## src/rtl/uart_tx.sv

```systemverilog
// UART transmitter: start bit, LSB-first data, optional parity, one stop bit.
// One frame bit per CLK cycle; outputs are registered from the next state.
module uart_tx #(
  parameter int Data_Width = 8
) (
  input  logic                  CLK,
  input  logic                  RST,
  input  logic [Data_Width-1:0] P_DATA,
  input  logic                  Data_Valid,
  input  logic                  PAR_EN,
  input  logic                  PAR_TYP,
  output logic                  TX_OUT,
  output logic                  Busy
);

  localparam int CW = $clog2(Data_Width);
  localparam logic [CW-1:0] LAST = CW'(Data_Width - 1);

  typedef enum logic [2:0] {
    IDLE,
    START,
    DATA,
    PARITY,
    STOP
  } state_t;

  state_t                state;
  state_t                nxt;
  logic [Data_Width-1:0] shreg;
  logic [CW-1:0]         cnt;
  logic                  par_en_q;
  logic                  par_q;
  logic                  tx_d;
  logic                  busy_d;
  logic                  last;

  assign last = (cnt == LAST);

  always_ff @(posedge CLK or negedge RST) begin
    if (!RST) state <= IDLE;
    else      state <= nxt;
  end

  always_comb begin
    nxt = state;
    unique case (state)
      IDLE:    if (Data_Valid) nxt = START;
      START:   nxt = DATA;
      DATA:    if (last) nxt = par_en_q ? PARITY : STOP;
      PARITY:  nxt = STOP;
      STOP:    nxt = IDLE;
      default: nxt = IDLE;
    endcase
  end

  // Staying in DATA means the register shifts at this edge,
  // so the bit that goes out next is shreg[1].
  always_comb begin
    tx_d   = 1'b1;
    busy_d = 1'b1;
    unique case (nxt)
      IDLE:    busy_d = 1'b0;
      START:   tx_d   = 1'b0;
      DATA:    tx_d   = (state == DATA) ? shreg[1] : shreg[0];
      PARITY:  tx_d   = par_q;
      STOP:    tx_d   = 1'b1;
      default: busy_d = 1'b0;
    endcase
  end

  always_ff @(posedge CLK or negedge RST) begin
    if (!RST) begin
      TX_OUT   <= 1'b1;
      Busy     <= 1'b0;
      shreg    <= '0;
      cnt      <= '0;
      par_en_q <= 1'b0;
      par_q    <= 1'b0;
    end else begin
      TX_OUT <= tx_d;
      Busy   <= busy_d;
      if (state == IDLE && Data_Valid) begin
        shreg    <= P_DATA;
        par_en_q <= PAR_EN;
        par_q    <= (^P_DATA) ^ PAR_TYP;
      end
      if (state == START) cnt <= '0;
      if (state == DATA) begin
        shreg <= shreg >> 1;
        cnt   <= cnt + 1'b1;
      end
    end
  end

endmodule

```

## config.mk

```make
export PLATFORM = sky130hd
export DESIGN_NAME = uart_tx
export DESIGN_NICKNAME = d
export VERILOG_FILES = /design/src/rtl/uart_tx.sv
export SDC_FILE = /design/constraint.sdc
export NUM_CORES = 1
export LEC_CHECK = 0
export ABC_AREA = 1
export BUFFER_PORTS_ARGS = -buffer_cell sky130_fd_sc_hd__buf_2
export CAP_MARGIN = 20
export CORE_AREA = 2 2 45 47
export CTS_BUF_LIST = sky130_fd_sc_hd__clkbuf_16
export DETAILED_ROUTE_END_ITERATION = 7
export DIE_AREA = 0 0 47 49
export HOLD_SLACK_MARGIN = 0.08
export PLACE_DENSITY = 0.87
export SYNTH_ARGS = -nofsm -noshare
export SYNTH_HDL_FRONTEND = slang
export SYNTH_SLANG_ARGS = --single-unit
```

## constraint.sdc

```tcl
create_clock -name CLK -period 3.6 [get_ports CLK]
set_input_delay 0.72 -clock CLK [delete_from_list [all_inputs] [get_ports CLK]]
set_output_delay 0.72 -clock CLK [all_outputs]
set_load 0.01 [all_outputs]
```

; After elaboration in Yosys (flattened, before gate mapping)
; Cells that the tools add are included.
; Widths: inputs -> output; s select.
[totals]
reg_bits = 18
in_bits = 13
output_inout_bits = 2
wordCells = 34
[op_classes]
addsub = 1
n_eq_ne = 8
n_mux = 11
bitwise = 1
n_reduce_logical = 6
[ops]
columns = operator, n
row1 = $mux 8, 2
row2 = $mux 3, 5
row3 = $eq 3x2->1 const B, 4
row4 = $pmux 3 s4, 1
row5 = $reduce_xor 8->1, 1
row6 = $eq 3x1->1 const B, 2
row7 = $eq 3x3->1 const B, 2
row8 = $reduce_bool 2->1, 2
row9 = $reduce_or 4->1, 1
row10 = $add 3x1->3 const B, 1
row11 = $logic_not 3->1, 1
row12 = $pmux 1 s3, 1
row13 = $mux 1, 2
row14 = $logic_and 1x1->1, 1
row15 = $xor 1x1->1, 1

; Depth between registers and ports, before layout
[logic_depth]
word_depth = 6
mapped_depth = 10
mapped_depth_nobuf = 10

; Worst setup path before layout
; Ideal clock, no wire load.
[synth_path]
path_kind = input -> register
startpoint = input P_DATA[2]
endpoint = register par_q
setup_time_ns = 0.117
t_arrival_ns = 1.205
t_required_ns = 3.483
slack_ns = 2.277
path_stages = 10
n_path_buf = 0
path_cell_list = inv_1 -> nand2_1 -> nand2_1 -> nand2_1 -> nand2_1 -> nand2_1 -> nand2_1 -> nand2_1 -> nand3_1 -> nand2_1
[synth_between]
elab_chain_len = 2
[synth_lines]
columns = item, line_no
row1 = from (decl), 8  ; input logic [Data_Width-1:0] P_DATA,
row2 = $reduce_xor 8->1, 85  ; par_q <= (^P_DATA) ^ PAR_TYP;
row3 = $xor 1x1->1, 85
row4 = to (signal assigned), 85
row5 = to (decl), 32  ; logic par_q;
; Every way passes these cells.
; A chain may end at the register's enable or synchronous reset.

; Final worst setup path
[layout_path]
startpoint = register TX_OUT
endpoint = output TX_OUT
[layout_rtl]
columns = item, line_no
row1 = from (decl), 12  ; output logic TX_OUT,
row2 = from (signal assigned), 80  ; TX_OUT <= tx_d;
; No word-level cell between the ends.

==> results.py <==
metrics = {
    "clock_network": {
        "htreeDepth": 1,
        "clock-root-buffer": "clkbuf_16",
        "hold_buffers": 0,
        "clock-sinks": 18,
        "cts_max_path_buffers": 2,
        "cts_tree": "yes",
        "cts_resized": 0,
        "post_cts_buffers": 0,
        "clk_latency_ns": 0.24,
        "cts-buffers-inserted": 3,
        "clkSlewWorstSetupHoldPaths_ns": 0.05,
    },
    "pwr": {
        "p_per_area_nw_per_um2": 776.4,
        "p_leak_nw": 0.6507,
        "p_total_uw": 889.9,
        "peakVddDrop_uv": 407.9,
    },
    "grt": {
        "grt_pass1_vias": 872,
        "gr-usage-all-layers_pct": 19.52,
        "grt_pass1_wl_mm": 3.312,
        "grt_antenna_before_repair": 0,
        "grt_overflow": 0,
        "grt_max_degree": 23,
    },
    "yosys": {
        "yosysUniqueCellTypes": 21,
        "ys_ff_latch": 18,
        "syn_nets": 141,
        "ys_top_cells_by_area": "dfrtp_1 (43%), nand2_1 (14%), inv_1 (7.9%)",
        "synth_area_um2": 1001,
        "ys_warn_count": 0,
        "synth.avg_cell_area_um2": 7.944,
        "synth_largest_area_cell": "dfrtp_1",
        "synth-seq-area-share_pct": 45.13,
        "syn_inst": 126,
        "synthDominantCellAreaShare_pct": 42.50,
    },
    "die": {
        "num_rows": 16,
        "die_area_um2": 2303,
        "boundaryPins": 15,
        "start_util_pct": 54.35,
        "die_x_um": 47,
        "core_um2": 1842,
        "die_y_um": 49,
    },
    "route": {
        "remaining_drc_errors": 0,
        "vias": 860,
        "drt_wl_total_mm": 1.920,
        "viasPerCell": 5.119,
        "drt-initial-drc-count": 29,
        "wire_per_inst_um": 11.43,
        "ant_nets": 0,
        "drt-pass1-iter-count": 4,
    },
    "worst_setup_path": {
        "critPathCaptureType": "primary output",
        "path_cells": "buf_2",
        "path_buf_inv": 1,
        "slowest_delay_ns": 0.51,
        "cp.required_ns": 2.88,
        "critPathTopFamily": "flip-flops",
        "reg2reg_setup_slack_ns": 2.02,
        "cp-start-kind": "flip-flop",
        "slowest_stage": "dfstp_2",
        "arrival_ns": 0.87,
        "crit_type": "reg -> out",
        "worst-path-max-fanout": 1,
    },
    "place": {
        "port_buffers": 14,
        "dp.cells": 164,
        "dp_hpwl_mm": 1.402,
        "place_ws_ns": 2.006,
        "place_area_um2": 1067,
        "gp_congestion": 0.7873,
    },
    "cells_and_area": {
        "final_nets": 157,
        "utilization_pct": 62.23,
        "areaGrowthSynthToFinish_pct": 14.50,
        "antenna_cells": 0,
        "most-common-layout-cells": "nand2_1 (37), inv_1 (21), dfrtp_1 (17), nand3_1 (14), buf_2 (14)",
        "drive_gt1_share_pct": 17.02,
        "layout.cells.most_common": "nand2_1",
        "final_cells": 168,
        "fin_area_um2": 1146,
    },
    "timing": {
        "hold_viol_final": 0,
        "relSlewSlack_pct": 71.56,
        "worst_slew_pin_slew_ns": 0.4261,
        "fmax_ghz": 0.6290,
        "finalSetupTns_ns": 0,
        "drv_slew": 0,
        "fin_crit_sh_pct": 44.16,
        "rsz0062_at_grt": "false",
        "post-route-min-period_ns": 1.590,
        "finalClockSkew_ns": 0.002517,
        "setup_violations": 0,
        "timing.final.ws_setup_ns": 2.010,
        "whs_ns": 0.3910,
    },
    "run_status": {
        "status": "completed",
    },
    "run": {
        "maxCapViolCount": 0,
    },
    "min_path": {
        "hp-class": "in -> async",
    },
}
==> routing by layer <==
layer  share of wire (%)  wire length (um)  GRT usage (%)
met5                   0                 0              0
met4                 1.2                23          6.944
met3                 2.7                52          3.333
met2                  55              1062          36.53
met1                  41               782          20.28
==> cell families after synthesis <==
kind of cell,Yosys count,synth area share [%]
AOI/OAI and AO/OA,23,14.13
adders and majority gates,2,2.500
DFF,18,45.13
and+or+nand+nor,58,25.75
xor gates and xnor gates,1,0.8752
buffers and inverters,24,11.62
==> report_power, final <==
part	internal, mW	leakage [nW]	total, mW	switching (mW)
logic	0.120	0.387	0.325	0.205
clock network	0.147	0.0385	0.219	0.0713
registers	0.296	0.226	0.346	0.0503
total	0.563	0.651	0.890	0.327
==> registers in the layout, indices dropped and copies added, names as in the netlist <==
signal    count
shreg         8
state         3
TX_OUT        1
Busy          1
par_q         1
cnt           3
par_en_q      1
==> Yosys cell counts <==
| library cell | number |
|---|---|
| nand2_1 | 37 |
| inv_1 | 21 |
| dfrtp_1 | 17 |
| nand3_1 | 14 |
| o21ai_0 | 12 |
| o21ai_1 | 5 |
| nor2_1 | 3 |
| a22o_1 | 2 |
| buf_6 | 2 |
| ha_1 | 2 |
| buf_8 | 1 |
| dfstp_2 | 1 |
| nand2_2 | 1 |
| nand2_4 | 1 |
| nand3_2 | 1 |
| nor3_2 | 1 |
| o211ai_1 | 1 |
| o21ai_2 | 1 |
| o21bai_1 | 1 |
| o221ai_2 | 1 |
| xor2_1 | 1 |
==> cell type report <==
cell class	count	area, um2
clock buffers	3	75.07
clock inverters	1	3.754
fillers	155	695.7
inverters	21	78.83
multi-input cells	84	432.9
flip-flops and latches	18	451.7
well taps	27	33.78
repair buffers	14	70.07
==> final timing paths <==
check	start	end	depth (start not counted)
max	TX_OUT	TX_OUT	1
min	RST	shreg[0]	1
max reg2reg	state[0]	TX_OUT	7
min reg2reg	shreg[3]	shreg[2]	2
max in group asynchronous	RST	TX_OUT	1
min in group CLK	shreg[3]	shreg[2]	2
Note: power is estimated with default switching activity, not from simulation.
